<file path="config.mk">
export PLATFORM = sky130hd
export DESIGN_NAME = dot_result_reader_flat
export DESIGN_NICKNAME = d
export VERILOG_FILES = /design/src/rtl/dot_result_reader_if.sv /design/src/rtl/dot_result_reader.sv /design/src/flat_wrapper.sv
export SDC_FILE = /design/constraint.sdc
export NUM_CORES = 1
export LEC_CHECK = 0
export BUFFER_PORTS_ARGS = -buffer_cell sky130_fd_sc_hd__buf_2
export CAP_MARGIN = 40
export CORE_MARGIN = 5
export CORE_UTILIZATION = 33
export DETAILED_ROUTE_END_ITERATION = 16
export GPL_TIMING_DRIVEN = 1
export PLACE_DENSITY = 0.61
export SETUP_SLACK_MARGIN = 0.4
export SLEW_MARGIN = 40
export SYNTH_ARGS = -nofsm -noshare
export SYNTH_HDL_FRONTEND = slang
export SYNTH_SLANG_ARGS = --single-unit
</file>
<file path="constraint.sdc">
create_clock -name clk -period 4.3 [get_ports clk]
set_clock_uncertainty 0.1 [all_clocks]
set_input_delay 0.215 -clock clk [delete_from_list [all_inputs] [get_ports clk]]
set_output_delay 0.215 -clock clk [all_outputs]
set_load 0.005 [all_outputs]
</file>
<file path="src/rtl/dot_result_reader_if.sv">
// dot_result_reader_if: bus bundle between the dot-product engine, the result
// reader and the downstream sorter.
//   done / M                   : engine completion pulse and modulation order
//   inReadAddr                 : reader -> engine read address
//   in{a,b,c,d}{Real,Imag}     : engine read data, valid one cycle after address
//   outReal/outImag/outIdx/outLast/outValid/outReady : serial sample stream
//   busy / overrun             : reader status
// Modports: master = reader side, slave = engine/sorter/testbench side.
interface dot_result_reader_if #(
    parameter int unsigned WIDTH      = 16,
    parameter int unsigned ADDR_WIDTH = 7
);
    logic                  done;
    logic [1:0]            M;
    logic [ADDR_WIDTH-1:0] inReadAddr;
    logic [WIDTH-1:0]      inaReal;
    logic [WIDTH-1:0]      inaImag;
    logic [WIDTH-1:0]      inbReal;
    logic [WIDTH-1:0]      inbImag;
    logic [WIDTH-1:0]      incReal;
    logic [WIDTH-1:0]      incImag;
    logic [WIDTH-1:0]      indReal;
    logic [WIDTH-1:0]      indImag;
    logic [WIDTH-1:0]      outReal;
    logic [WIDTH-1:0]      outImag;
    logic                  outValid;
    logic                  outReady;
    logic [ADDR_WIDTH+1:0] outIdx;
    logic                  outLast;
    logic                  busy;
    logic                  overrun;

    modport master (
        input  done, M,
        input  inaReal, inaImag, inbReal, inbImag,
        input  incReal, incImag, indReal, indImag,
        input  outReady,
        output inReadAddr,
        output outReal, outImag, outValid, outIdx, outLast,
        output busy, overrun
    );

    modport slave (
        output done, M,
        output inaReal, inaImag, inbReal, inbImag,
        output incReal, incImag, indReal, indImag,
        output outReady,
        input  inReadAddr,
        input  outReal, outImag, outValid, outIdx, outLast,
        input  busy, overrun
    );
endinterface

</file>
<file path="src/rtl/dot_result_reader.sv">
// dot_result_reader: drains the dot-product engine result buffer after done,
// reading four complex lanes (a..d) per address and serialising them into a
// valid/ready sample stream. Frame length is 4*N beats, N set by M
// (QPSK 4, QAM16 16, QAM64 64, QAM256 128 words, clamped to 2^ADDR_WIDTH).
// Ports: clk, rst (synchronous, active-high), bus (dot_result_reader_if.master).
// Optional macro READER_PREFETCH_EN: prefetches the next word into a spare hold
// register during lane 2 so the stream sustains one beat per cycle.
module dot_result_reader #(
    parameter int unsigned WIDTH      = 16,
    parameter int unsigned ADDR_WIDTH = 7
) (
    input  logic                clk,
    input  logic                rst,
    dot_result_reader_if.master bus
);
    localparam int unsigned IDX_WIDTH = ADDR_WIDTH + 2;
    localparam int unsigned MAX_WORDS = 32'(1) << ADDR_WIDTH;

    typedef enum logic [1:0] {IDLE, FETCH, CAPTURE, EMIT} state_t;
    typedef logic [3:0][WIDTH-1:0] lanes_t;

    state_t                state_q, state_d;
    logic [ADDR_WIDTH-1:0] word_q, word_d;
    logic [ADDR_WIDTH-1:0] last_q, last_d;
    logic [1:0]            lane_q, lane_d;
    lanes_t                hold_re_q, hold_re_d;
    lanes_t                hold_im_q, hold_im_d;
    logic [ADDR_WIDTH-1:0] addr_q, addr_d;
    logic [WIDTH-1:0]      out_re_q, out_re_d;
    logic [WIDTH-1:0]      out_im_q, out_im_d;
    logic                  out_valid_q, out_valid_d;
    logic [IDX_WIDTH-1:0]  out_idx_q, out_idx_d;
    logic                  out_last_q, out_last_d;
    logic                  busy_q, busy_d;
    logic                  overrun_q, overrun_d;

    lanes_t                in_re, in_im;
    logic                  xfer;
    logic [1:0]            lane_n;
    logic [ADDR_WIDTH-1:0] word_n;

`ifdef READER_PREFETCH_EN
    lanes_t                spare_re_q, spare_re_d;
    lanes_t                spare_im_q, spare_im_d;
    logic                  pf_req_q, pf_req_d;   // prefetch address visible this cycle
    logic                  pf_cap_q, pf_cap_d;   // prefetch data valid this cycle
    lanes_t                nxt_re, nxt_im;
`endif

    // Index of the final word for a modulation order, clamped to the buffer depth.
    function automatic logic [ADDR_WIDTH-1:0] last_word(input logic [1:0] m);
        int unsigned n;
        case (m)
            2'b00:   n = 4;
            2'b01:   n = 16;
            2'b10:   n = 64;
            default: n = 128;
        endcase
        if (n > MAX_WORDS) n = MAX_WORDS;
        return ADDR_WIDTH'(n - 1);
    endfunction

    // Lane 0 = a ... lane 3 = d.
    assign in_re  = {bus.indReal, bus.incReal, bus.inbReal, bus.inaReal};
    assign in_im  = {bus.indImag, bus.incImag, bus.inbImag, bus.inaImag};
    assign xfer   = out_valid_q & bus.outReady;
    assign lane_n = lane_q + 2'd1;
    assign word_n = word_q + ADDR_WIDTH'(1);

`ifdef READER_PREFETCH_EN
    // Next word comes straight off the engine bus if it lands this cycle.
    assign nxt_re = pf_cap_q ? in_re : spare_re_q;
    assign nxt_im = pf_cap_q ? in_im : spare_im_q;
`endif

    // State register and all datapath registers.
    always_ff @(posedge clk) begin
        if (rst) begin
            state_q     <= IDLE;
            word_q      <= '0;
            last_q      <= '0;
            lane_q      <= '0;
            hold_re_q   <= '0;
            hold_im_q   <= '0;
            addr_q      <= '0;
            out_re_q    <= '0;
            out_im_q    <= '0;
            out_valid_q <= 1'b0;
            out_idx_q   <= '0;
            out_last_q  <= 1'b0;
            busy_q      <= 1'b0;
            overrun_q   <= 1'b0;
`ifdef READER_PREFETCH_EN
            spare_re_q  <= '0;
            spare_im_q  <= '0;
            pf_req_q    <= 1'b0;
            pf_cap_q    <= 1'b0;
`endif
        end else begin
            state_q     <= state_d;
            word_q      <= word_d;
            last_q      <= last_d;
            lane_q      <= lane_d;
            hold_re_q   <= hold_re_d;
            hold_im_q   <= hold_im_d;
            addr_q      <= addr_d;
            out_re_q    <= out_re_d;
            out_im_q    <= out_im_d;
            out_valid_q <= out_valid_d;
            out_idx_q   <= out_idx_d;
            out_last_q  <= out_last_d;
            busy_q      <= busy_d;
            overrun_q   <= overrun_d;
`ifdef READER_PREFETCH_EN
            spare_re_q  <= spare_re_d;
            spare_im_q  <= spare_im_d;
            pf_req_q    <= pf_req_d;
            pf_cap_q    <= pf_cap_d;
`endif
        end
    end

    // Next-state and next-output logic.
    always_comb begin
        state_d     = state_q;
        word_d      = word_q;
        last_d      = last_q;
        lane_d      = lane_q;
        hold_re_d   = hold_re_q;
        hold_im_d   = hold_im_q;
        addr_d      = addr_q;
        out_re_d    = out_re_q;
        out_im_d    = out_im_q;
        out_valid_d = out_valid_q;
        out_idx_d   = out_idx_q;
        out_last_d  = out_last_q;
        busy_d      = busy_q;
        overrun_d   = overrun_q;
`ifdef READER_PREFETCH_EN
        spare_re_d  = spare_re_q;
        spare_im_d  = spare_im_q;
        pf_req_d    = 1'b0;
        pf_cap_d    = pf_req_q;
        if (pf_cap_q) begin
            spare_re_d = in_re;
            spare_im_d = in_im;
        end
`endif

        // A done arriving while a frame is in flight (including its final
        // beat cycle) is dropped and flagged.
        if (bus.done && busy_q) overrun_d = 1'b1;

        case (state_q)
            IDLE: begin
                if (bus.done) begin
                    last_d  = last_word(bus.M);
                    word_d  = '0;
                    addr_d  = '0;
                    busy_d  = 1'b1;
                    state_d = FETCH;
                end
            end
            FETCH: begin
                state_d = CAPTURE;
            end
            CAPTURE: begin
                hold_re_d   = in_re;
                hold_im_d   = in_im;
                lane_d      = 2'd0;
                out_re_d    = in_re[0];
                out_im_d    = in_im[0];
                out_idx_d   = {word_q, 2'd0};
                out_last_d  = 1'b0;
                out_valid_d = 1'b1;
                state_d     = EMIT;
            end
            EMIT: begin
                if (xfer) begin
                    if (lane_q == 2'd3) begin
                        if (word_q == last_q) begin
                            out_valid_d = 1'b0;
                            out_last_d  = 1'b0;
                            busy_d      = 1'b0;
                            state_d     = IDLE;
                        end else begin
                            word_d = word_n;
`ifdef READER_PREFETCH_EN
                            hold_re_d  = nxt_re;
                            hold_im_d  = nxt_im;
                            lane_d     = 2'd0;
                            out_re_d   = nxt_re[0];
                            out_im_d   = nxt_im[0];
                            out_idx_d  = {word_n, 2'd0};
                            out_last_d = 1'b0;
`else
                            addr_d      = word_n;
                            out_valid_d = 1'b0;
                            out_last_d  = 1'b0;
                            state_d     = FETCH;
`endif
                        end
                    end else begin
                        lane_d     = lane_n;
                        out_re_d   = hold_re_q[lane_n];
                        out_im_d   = hold_im_q[lane_n];
                        out_idx_d  = {word_q, lane_n};
                        out_last_d = (lane_n == 2'd3) && (word_q == last_q);
`ifdef READER_PREFETCH_EN
                        // Entering lane 2 with words left: issue the next address.
                        if ((lane_q == 2'd1) && (word_q != last_q)) begin
                            addr_d   = word_n;
                            pf_req_d = 1'b1;
                        end
`endif
                    end
                end
            end
            default: state_d = IDLE;
        endcase
    end

    assign bus.inReadAddr = addr_q;
    assign bus.outReal    = out_re_q;
    assign bus.outImag    = out_im_q;
    assign bus.outValid   = out_valid_q;
    assign bus.outIdx     = out_idx_q;
    assign bus.outLast    = out_last_q;
    assign bus.busy       = busy_q;
    assign bus.overrun    = overrun_q;

endmodule

</file>
<file path="src/flat_wrapper.sv">
// flat-port wrapper written by rule: the top's interface ports become plain ports
module dot_result_reader_flat 
#(
    parameter int unsigned WIDTH      = 16,
    parameter int unsigned ADDR_WIDTH = 7
)
  (clk, rst, bus_done, bus_M, bus_inaReal, bus_inaImag, bus_inbReal, bus_inbImag, bus_incReal, bus_incImag, bus_indReal, bus_indImag, bus_outReady, bus_inReadAddr, bus_outReal, bus_outImag, bus_outValid, bus_outIdx, bus_outLast, bus_busy, bus_overrun);
  dot_result_reader_if #(.WIDTH(WIDTH), .ADDR_WIDTH(ADDR_WIDTH)) bus_i ();
  input  logic clk;
  input  logic rst;
  input wire logic [$bits(bus_i.done)-1:0] bus_done;
  input wire logic [$bits(bus_i.M)-1:0] bus_M;
  input wire logic [$bits(bus_i.inaReal)-1:0] bus_inaReal;
  input wire logic [$bits(bus_i.inaImag)-1:0] bus_inaImag;
  input wire logic [$bits(bus_i.inbReal)-1:0] bus_inbReal;
  input wire logic [$bits(bus_i.inbImag)-1:0] bus_inbImag;
  input wire logic [$bits(bus_i.incReal)-1:0] bus_incReal;
  input wire logic [$bits(bus_i.incImag)-1:0] bus_incImag;
  input wire logic [$bits(bus_i.indReal)-1:0] bus_indReal;
  input wire logic [$bits(bus_i.indImag)-1:0] bus_indImag;
  input wire logic [$bits(bus_i.outReady)-1:0] bus_outReady;
  output wire logic [$bits(bus_i.inReadAddr)-1:0] bus_inReadAddr;
  output wire logic [$bits(bus_i.outReal)-1:0] bus_outReal;
  output wire logic [$bits(bus_i.outImag)-1:0] bus_outImag;
  output wire logic [$bits(bus_i.outValid)-1:0] bus_outValid;
  output wire logic [$bits(bus_i.outIdx)-1:0] bus_outIdx;
  output wire logic [$bits(bus_i.outLast)-1:0] bus_outLast;
  output wire logic [$bits(bus_i.busy)-1:0] bus_busy;
  output wire logic [$bits(bus_i.overrun)-1:0] bus_overrun;
  assign bus_i.done = bus_done;
  assign bus_i.M = bus_M;
  assign bus_i.inaReal = bus_inaReal;
  assign bus_i.inaImag = bus_inaImag;
  assign bus_i.inbReal = bus_inbReal;
  assign bus_i.inbImag = bus_inbImag;
  assign bus_i.incReal = bus_incReal;
  assign bus_i.incImag = bus_incImag;
  assign bus_i.indReal = bus_indReal;
  assign bus_i.indImag = bus_indImag;
  assign bus_i.outReady = bus_outReady;
  assign bus_inReadAddr = bus_i.inReadAddr;
  assign bus_outReal = bus_i.outReal;
  assign bus_outImag = bus_i.outImag;
  assign bus_outValid = bus_i.outValid;
  assign bus_outIdx = bus_i.outIdx;
  assign bus_outLast = bus_i.outLast;
  assign bus_busy = bus_i.busy;
  assign bus_overrun = bus_i.overrun;
  dot_result_reader #(.WIDTH(WIDTH), .ADDR_WIDTH(ADDR_WIDTH)) u_core (.clk(clk), .rst(rst), .bus(bus_i));
endmodule
</file>
Word level (Yosys, flattened, before mapping)
Cells that the tools add are included.

$add $sub $neg: 3. Magnitude comparators: 2. Equality and inequality tests: 14. Mux-type cells: 43. Bitwise logic cells: 1. Reduce and logical (&&, ||, !) cells: 13.

Operators by type and width (number): 16-bit two-way mux (6); 16-bit binary-select mux with 2-bit select (2); 32-bit two-way mux (2); 16-bit one-hot mux with 2 select lines (2); 7-bit two-way mux (7); 32-bit by 8-bit > comparator with 1-bit output (second input constant) (1); 8-bit one-hot mux with 3 select lines (1); 9-bit two-way mux (2); 9-bit one-hot mux with 2 select lines (1); 7-bit one-hot mux with 2 select lines (1); 2-bit equality test (second input constant) (5); 2-bit two-way mux (5); 5-bit AND reduction (2); 1-bit two-way mux (9); 3-bit AND reduction (3); 2-bit one-hot mux with 4 select lines (1); 7-bit by 1-bit adder with 7-bit output (second input constant) (1); 7-bit equality test (1); 7-bit by 1-bit subtractor with 7-bit output (second input constant) (1); 2-bit by 1-bit != test with 1-bit output (second input constant) (3); 2-bit != test (second input constant) (3); 1-bit one-hot mux with 2 select lines (3); 2-bit by 1-bit equality test with 1-bit output (second input constant) (2); 2-bit logical NOT (2); 7 further kinds (10).

Flip-flop bits (word level): 191. Input port bits: 134. Output and inout bits: 52. Logic and storage cells: 95.

Depth between registers and ports, before layout
Gate-level depths: netlist of the first run.

Word-level depth: 9. Gate-level depth with buffers: 10. Gate-level depth less buffers: 7.

Least setup slack after synthesis of the first run
No wires, ideal clock.

Path kind: register to register. From: register u_core.lane_q[0]. To: register u_core.out_re_q[14] (netlist: u_core.bus.outReal[14]). Library setup time: 0.138 ns. Data arrival time: 2.294 ns. Data required time: 4.062 ns. Slack: 1.768 ns. Stages on the path, launching flop included: 11. Buffers on the path: 5. Period minus slack after synthesis: 2.532 ns. Cells stage by stage: dfxtp_1 buf_4 buf_4 buf_4 inv_1 ha_1 buf_2 buf_2 mux4_2 mux2i_1 a211oi_1.

Longest elaborated chain between the ends: 6. Elaborated cells on any way between the ends: 9. Those cells by class: add/sub (1); eq/ne (2); mux (5); reduce/logical (1).

RTL lines: start, declared (RTL line dot_result_reader.sv:25) `logic [1:0] lane_q, lane_d;`; start signal, assigned (RTL line dot_result_reader.sv:103) `lane_q <= lane_d;`; 2-bit by 1-bit adder with 2-bit output (RTL line dot_result_reader.sv:67) `assign lane_n = lane_q + 2'd1;`; 16-bit binary-select mux with 2-bit select (RTL line dot_result_reader.sv:205) `out_re_d = hold_re_q[lane_n];`; 16-bit two-way mux (implied by the code) (RTL line dot_result_reader.sv:205); 16-bit two-way mux (RTL line dot_result_reader.sv:180) `if (lane_q == 2'd3) begin`; 16-bit two-way mux (RTL line dot_result_reader.sv:179) `if (xfer) begin`; 16-bit one-hot mux with 2 select lines (RTL line dot_result_reader.sv:154) `case (state_q)`; end signal, assigned (RTL line dot_result_reader.sv:107) `out_re_q <= out_re_d;`; end, declared (RTL line dot_result_reader.sv:29) `logic [WIDTH-1:0] out_re_q, out_re_d;`.

Parallel ways exist; a longest one is shown, timed or not. The select of a mux whose other input is x is not followed. A chain may end at the register's enable or synchronous reset.

Final worst setup path of the first run
From: register u_core.state_q[1]. To: register u_core.out_im_q[12] (netlist: u_core.bus.outImag[12]).

Longest elaborated chain between the ends: 3. Elaborated cells on any way between the ends: 7. Those cells by class: eq/ne (4); mux (1); reduce/logical (2).

RTL lines: start, declared (RTL line dot_result_reader.sv:22) `state_t state_q, state_d;`; start signal, assigned (RTL line dot_result_reader.sv:100) `state_q <= state_d;`; 2-bit equality test (RTL line dot_result_reader.sv:154); 2-bit != test (no line), or another cell as far along; 3-bit AND reduction (no line); end signal, assigned (RTL line dot_result_reader.sv:108) `out_im_q <= out_im_d;`; end, declared (RTL line dot_result_reader.sv:30) `logic [WIDTH-1:0] out_im_q, out_im_d;`.

Parallel ways exist; a longest one is shown, timed or not.

==> results of run 1 <==
[worst paths after layout]
path / from / to / slack [ns] / cells past startpoint
worst min register to register: u_core.bus.outIdx[4] / u_core.bus.outIdx[4] / 0.35 / 2
worst min-delay path: bus_outReady / u_core.bus.outValid / 0.08 / 4
worst max-delay path: u_core.state_q[1] / u_core.bus.outImag[12] / 1.50 / 7
worst max register to register: u_core.state_q[1] / u_core.bus.outImag[12] / 1.50 / 7
[state kept, by name (all words and copies together) (netlist names)]
| signal | count |
|---|---|
| u_core.bus.outIdx | 8 |
| u_core.lane_q | 1 |
| u_core.bus.inReadAddr | 7 |
| u_core.bus.outValid | 1 |
| u_core.bus.overrun | 1 |
| u_core.state_q | 2 |
| u_core.hold_re_q | 64 |
| u_core.bus.outReal | 16 |
| u_core.last_q | 5 |
| u_core.bus.busy | 1 |
| u_core.hold_im_q | 64 |
| u_core.bus.outImag | 16 |
| u_core.bus.outLast | 1 |
[layout make-up]
| class | instances | area, µm² | area share (%) |
|---|---|---|---|
| flip-flops and latches | 187 | 3745 | 34.15 |
| repair buffers | 324 | 2313 | 21.10 |
| inverters | 4 | 15.01 | 0.1369 |
| clock buffers | 18 | 439.2 | 4.005 |
| multi-input cells | 506 | 3892 | 35.50 |
| well taps | 319 | 399.1 | 3.640 |
| clock inverters | 14 | 158.9 | 1.449 |
| diodes | 1 | 2.502 | 0.02282 |
[Yosys cell counts, types with 4 or more instances]
cell,number
dfxtp_1,187
nor2_1,179
mux2i_1,161
a211oi_1,34
mux4_2,32
clkbuf_1,24
nand2_1,22
buf_2,20
a21oi_1,18
buf_4,11
nand3_1,10
ha_1,8
inv_1,4
nand2b_1,4
o21ai_0,4
[power by group through the flow]
stage                     combinational, mW  sequential, mW  clock, mW
after floorplan                        1.32            2.32          0
after global placement                 1.71            2.38          0
after detailed placement               1.73            2.39          0
after CTS                              1.83            2.35       1.66
after global routing                   2.01            2.39       1.73
final                                  1.81            2.35       1.61
[routing by layer]
metal | up-vias | GRT usage (%) | share of wire, %
met5 | - | 0 | 0
met2 | 147 | 26.24 | 48
met4 | 0 | 4.423 | 1.4
met1 | 3047 | 20.28 | 45
met3 | 23 | 3.868 | 5.2
li1 | 3232 | - | -
[kinds of logic (layout without fill, tap and decap cells)]
| logic type | after synthesis | count (layout) |
|---|---|---|
| compound gates | 70 | 70 |
| xor+xnor | 3 | 3 |
| fa+ha+maj | 8 | 8 |
| buf+inv | 60 | 360 |
| flops | 187 | 187 |
| mux | 193 | 193 |
| other cells | 0 | 1 |
| simple gates | 232 | 232 |
[critical path, stage by stage, from the launching register on]
cell and delay (ns):
dfxtp_1 0.41, ha_2 0.22, buf_4 0.60, nand2b_1 0.23, nand2_2 0.42, buf_4 0.43
nor2_1 0.13, a211oi_1 0.06
[stage by stage]
stage          worst slack, ns  instances
5_1_grt                  1.201       1372
2_1_floorplan            1.768        753
4_1_cts                  1.454       1372
3_5_place_dp             1.461       1209
6_report                 1.501       1373
3_3_place_gp             1.506       1209
[what timing repair did]
item | in CTS | in global routing
hold endpoints to repair | 130 | 0
setup endpoints to repair | 0 | 0
hold buffers | 131 | 0
buffers inserted | 0 | 0
==> impl_metrics.env, run 1 <==
export IMPL_synth_flop_cell="dfxtp_1"
export IMPL_yosys_area_share_simple_pct=11.82
export IMPL_synth_top_family_by_area="multiplexers"
export IMPL_portBuffers=185
export IMPL_final_hold_viol_count=0
export IMPL_grt_usage_pct=15.72
export IMPL_die_w_um=164.8
export IMPL_routedWlPerCell_um=15.61
export IMPL_grt_setup_unrepaired="false"
export IMPL_root_buffer="clkbuf_16"
export IMPL_avgSynthCellArea_um2=10.50
export IMPL_period_share_pct=65.10
export IMPL_switching_share_pct=32.23
export IMPL_final_cell_mix="dfxtp_1 (186), buf_2 (184), nor2_1 (179)"
export IMPL_ir_worst_vdd_mv=0.2205
export IMPL_outcome="completed"
export IMPL_pwr_share_comb_pct=31.5
export IMPL_fmax_mhz=357.2
export IMPL_final_common_cell="dfxtp_1"
export IMPL_grt_pass1_vias=6453
export IMPL_crit_fanout=44
export IMPL_grt_max_degree=115
export IMPL_vias_per_cell=4.697
export IMPL_switching_power_mw=1.860
export IMPL_synthAdderAreaFrac_pct=1.265
export IMPL_fin_total_pwr_mw=5.771
export IMPL_utilization_pct=46.58
export IMPL_syn_nets=895
export IMPL_drtAntennaViolNets=0
export IMPL_nets=1182
export IMPL_yosysTopAreaCellShare_pct=47.33
export IMPL_worstPathRequired_ns=4.47
export IMPL_path_class="reg -> reg"
export IMPL_grt_pass1_wl_um=33680
export IMPL_synth_xor_area_share_pct=0.3322
export IMPL_fillCellCount=2214
export IMPL_drc=0
export IMPL_intPower_mw=3.911
export IMPL_io_pins=186
export IMPL_synth_distinct_cells=37
export IMPL_cts_sinks=187
export IMPL_cts_tree="yes"
export IMPL_antenna_found_initial=0
export IMPL_yosys_register_bits=187
export IMPL_insertion_delay_ns=0.42
export IMPL_slew_headroom_pct=47.78
export IMPL_holdCritPathClass="in -> reg"
export IMPL_synth_compound_area_share_pct=6.090
export IMPL_grt_ovfl_total=0
export IMPL_yosysSeqAreaShare_pct=47.33
export IMPL_finalSetupTns_ns=0
export IMPL_finalMaxSlewViolations=0
export IMPL_dr_first_iter_drc_count=325
export IMPL_clkTransAtPathRegs_ns=0.07
export IMPL_tightest_slew_ns=0.7833
export IMPL_power_density_nw_per_um2=526.3
export IMPL_place_area_um2=9051
export IMPL_async_flop_share_pct=0
export IMPL_num_rows=56
export IMPL_synth_area_um2=7910
export IMPL_die_area_um2=27170
export IMPL_cp_data_arrival_time_ns=2.97
export IMPL_htree_levels=4
export IMPL_seqPwrFrac_pct=40.7
export IMPL_synth_enable_flop_cells=0
export IMPL_setup_viol=0
export IMPL_initial_core_util_pct=33.60
export IMPL_final_area_um2=10970
export IMPL_min_period_ns=2.799
export IMPL_dpl_hpwl_um=13770
export IMPL_firstDrtPassIters=4
export IMPL_end_kind="flip-flop"
export IMPL_die_y_um=164.8
export IMPL_syn_inst=753
export IMPL_drive_gt1_share_pct=25.45
export IMPL_timing_hold_ws_ns=0.07524
export IMPL_core_area_um2=23540
export IMPL_cts_max_path_buffers=2
export IMPL_routed_wl_um=21430
export IMPL_leakage_nw=4.250
export IMPL_syn_to_final_growth_pct=38.63
export IMPL_vias=6449
export IMPL_ys_warnings_count=0
export IMPL_gp_congestion=0.7833
export IMPL_cts_buffers=17
export IMPL_synthTopCellsByArea="dfxtp_1 (47%), mux2i_1 (20%), mux4_2 (9.1%)"
export IMPL_synthMuxAreaShare_pct=29.48
export IMPL_critPathLaunchType="flip-flop"
export IMPL_p_clk_share_pct=27.8
export IMPL_ctsResizeCount=0
export IMPL_maxCapViolations=0
export IMPL_yosysTopAreaCell="dfxtp_1"
Power figures use the tool's default switching activity.
==> run 2: changes to the inputs <==
==> constraint.sdc (replaced) <==
create_clock -name clk -period 2.61 [get_ports clk]
set_clock_uncertainty 0.1 [all_clocks]
set_input_delay 0.1305 -clock clk [delete_from_list [all_inputs] [get_ports clk]]
set_output_delay 0.1305 -clock clk [all_outputs]
set_load 0.005 [all_outputs]
==> impl_metrics.env, run 2 (same netlist as run 1, synthesis figures left out) <==
export IMPL_crit_fanout=9
export IMPL_io_pins=186
export IMPL_antenna_found_initial=1
export IMPL_vias_per_cell=4.706
export IMPL_clkTransAtPathRegs_ns=0.07
export IMPL_final_cell_mix="dfxtp_1 (186), buf_2 (184), nor2_1 (178)"
export IMPL_core_area_um2=23540
export IMPL_die_y_um=164.8
export IMPL_reg_top3="u_core.hold_im_q (64), u_core.hold_re_q (64)"
export IMPL_grt_pass1_vias=6558
export IMPL_maxCapViolations=0
export IMPL_insertion_delay_ns=0.43
export IMPL_critPathLaunchType="flip-flop"
export IMPL_intPower_mw=6.617
export IMPL_pwr_share_comb_pct=32.6
export IMPL_grt_pass1_wl_um=34670
export IMPL_crit_family="multiplexers"
export IMPL_die_area_um2=27170
export IMPL_regArea_um2=3745
export IMPL_hold_depth=4
export IMPL_path_class="reg -> reg"
export IMPL_reg2reg_slack_ns=0.56
export IMPL_utilization_pct=47.48
export IMPL_power_density_nw_per_um2=871.4
export IMPL_cts_buffers=17
export IMPL_vias=6522
export IMPL_slew_headroom_pct=52.77
export IMPL_setup_viol=0
export IMPL_leakage_nw=4.346
export IMPL_routed_wl_um=22340
export IMPL_reg2regPathDepth=6
export IMPL_final_hold_viol_count=0
export IMPL_finalMaxSlewViolations=0
export IMPL_fmax_mhz=488.7
export IMPL_cts_tree="yes"
export IMPL_syn_to_final_growth_pct=41.32
export IMPL_worstPathRequired_ns=2.79
export IMPL_slowest_stage="mux4_2"
export IMPL_drc=0
export IMPL_crit_buf_inv=2
export IMPL_grt_max_degree=134
export IMPL_final_common_cell="dfxtp_1"
export IMPL_gp_congestion=0.7558
export IMPL_nets=1195
export IMPL_dpl_hpwl_um=13730
export IMPL_min_to="u_core.last_q[4]"
export IMPL_routedWlPerCell_um=16.12
export IMPL_dr_first_iter_drc_count=338
export IMPL_cts_sinks=187
export IMPL_r2r_start="u_core.lane_q[0]"
export IMPL_seqPwrFrac_pct=39.5
export IMPL_initial_core_util_pct=33.60
export IMPL_firstDrtPassIters=4
export IMPL_switching_power_mw=3.124
export IMPL_grt_usage_pct=16.12
export IMPL_grt_ovfl_total=0
export IMPL_die_w_um=164.8
export IMPL_tightest_slew_ns=0.7084
export IMPL_min_from="bus_M[0]"
export IMPL_cts_max_path_buffers=2
export IMPL_max_stage_delay_ns=0.50
export IMPL_htree_levels=4
export IMPL_multi_input_area_um2=3923
export IMPL_end_kind="flip-flop"
export IMPL_period_share_pct=78.39
export IMPL_root_buffer="clkbuf_16"
export IMPL_min_period_ns=2.046
export IMPL_outcome="completed"
export IMPL_crit_path_cell_trace="inv_2 > ha_4 > buf_4 > mux4_2 > mux2i_1 > a211oi_1"
export IMPL_holdCritPathClass="in -> reg"
export IMPL_portBuffers=185
export IMPL_reg2reg_to="u_core.bus.outReal[8]"
export IMPL_cp_data_arrival_time_ns=2.23
export IMPL_grt_setup_unrepaired="false"
export IMPL_drtAntennaViolNets=0
export IMPL_switching_share_pct=32.07
export IMPL_finalSetupTns_ns=0
export IMPL_num_rows=56
export IMPL_drive_gt1_share_pct=26.27
export IMPL_cp_depth=6
export IMPL_p_clk_share_pct=27.8
export IMPL_ir_worst_vdd_mv=0.5755
export IMPL_fillCellCount=2203
[run 2: cell count changes in the layout (fill, tap and decap cells not counted), sizes merged]
cell | before | now
buf | 192 | 203
dlygate4sd3 | 131 | 133
bufinv | 2 | 3
clkinv | 4 | 3
clkinvlp | 3 | 2
clkbuf | 19 | 21
inv | 9 | 8
[run 2: routing by layer]
| layer | GRT usage, % | share of wire, % | vias to the layer above |
|---|---|---|---|
| li1 | - | - | 3263 |
| met1 | 20.24 | 44 | 3060 |
| met2 | 26.89 | 47 | 169 |
| met3 | 4.517 | 6.7 | 30 |
| met4 | 5.104 | 2.1 | 0 |
| met5 | 0 | 0 | - |
[run 2: how the worst max path moves through the flow]
stage / slack, ns / endpoint / start
2_1_floorplan: 0.36 / u_core.bus.outImag[4] / u_core.lane_q[0]
3_3_place_gp: 0.51 / u_core.bus.inReadAddr[6] / u_core.state_q[1]
3_5_place_dp: 0.46 / u_core.bus.inReadAddr[6] / u_core.state_q[1]
4_1_cts: 0.44 / u_core.bus.inReadAddr[5] / u_core.state_q[1]
5_1_grt: 0.42 / u_core.bus.inReadAddr[6] / u_core.bus.outIdx[1]
6_report: 0.56 / u_core.bus.outReal[8] / u_core.lane_q[0]
[run 2: per-stage QoR]
| step | total power, mW | cells | setup slack [ns] | cell area, µm² | hold WS (ns) |
|---|---|---|---|---|---|
| 2_1_floorplan | 6.006 | 753 | 0.3600 | 7976 | 0.1741 |
| 3_3_place_gp | 6.790 | 1213 | 0.5085 | 9134 | 0.2624 |
| 3_5_place_dp | 6.836 | 1213 | 0.4638 | 9134 | 0.2715 |
| 4_1_cts | 9.743 | 1378 | 0.4437 | 11070 | 0.005997 |
| 5_1_grt | 10.35 | 1386 | 0.4153 | 11180 | 0.02937 |
| 6_report | 9.741 | 1386 | 0.5639 | 11180 | 0.02529 |
[run 2: what timing repair did]
item	CTS	global route
resized for setup	0	7
hold endpoints to repair	163	0
hold buffers	133	0
setup buffers	0	6
setup endpoints to repair	0	39
[run 2: final cells by class]
class	instances	share of cell area [%]
Inverter	4	0.1343
Sequential cell	187	33.50
Antenna cell	1	0.02239
Timing Repair Buffer	337	22.26
Multi-Input combinational cell	506	35.09
Clock buffer	20	3.996
Clock inverter	12	1.422
Tap cell	319	3.571
[run 2: power groups by stage]
stage               clock network [mW]  registers [mW]  logic [mW]
floorplan                            0            3.83        2.18
finish                            2.71            3.85        3.18
global placement                     0            3.90        2.89
detailed placement                   0            3.91        2.93
CTS                               2.80            3.85        3.10
global route                      2.89            3.93        3.53
[run 2: worst register-to-register path, delay by kind of cell (launching register included)]
family	cells	cell delay (ns)
multiplexers	2	0.66
AO/OA/AOI/OAI	1	0.09
adder cells (fa/ha/maj)	1	0.35
flip-flops	1	0.44
buffers and inverters	2	0.28
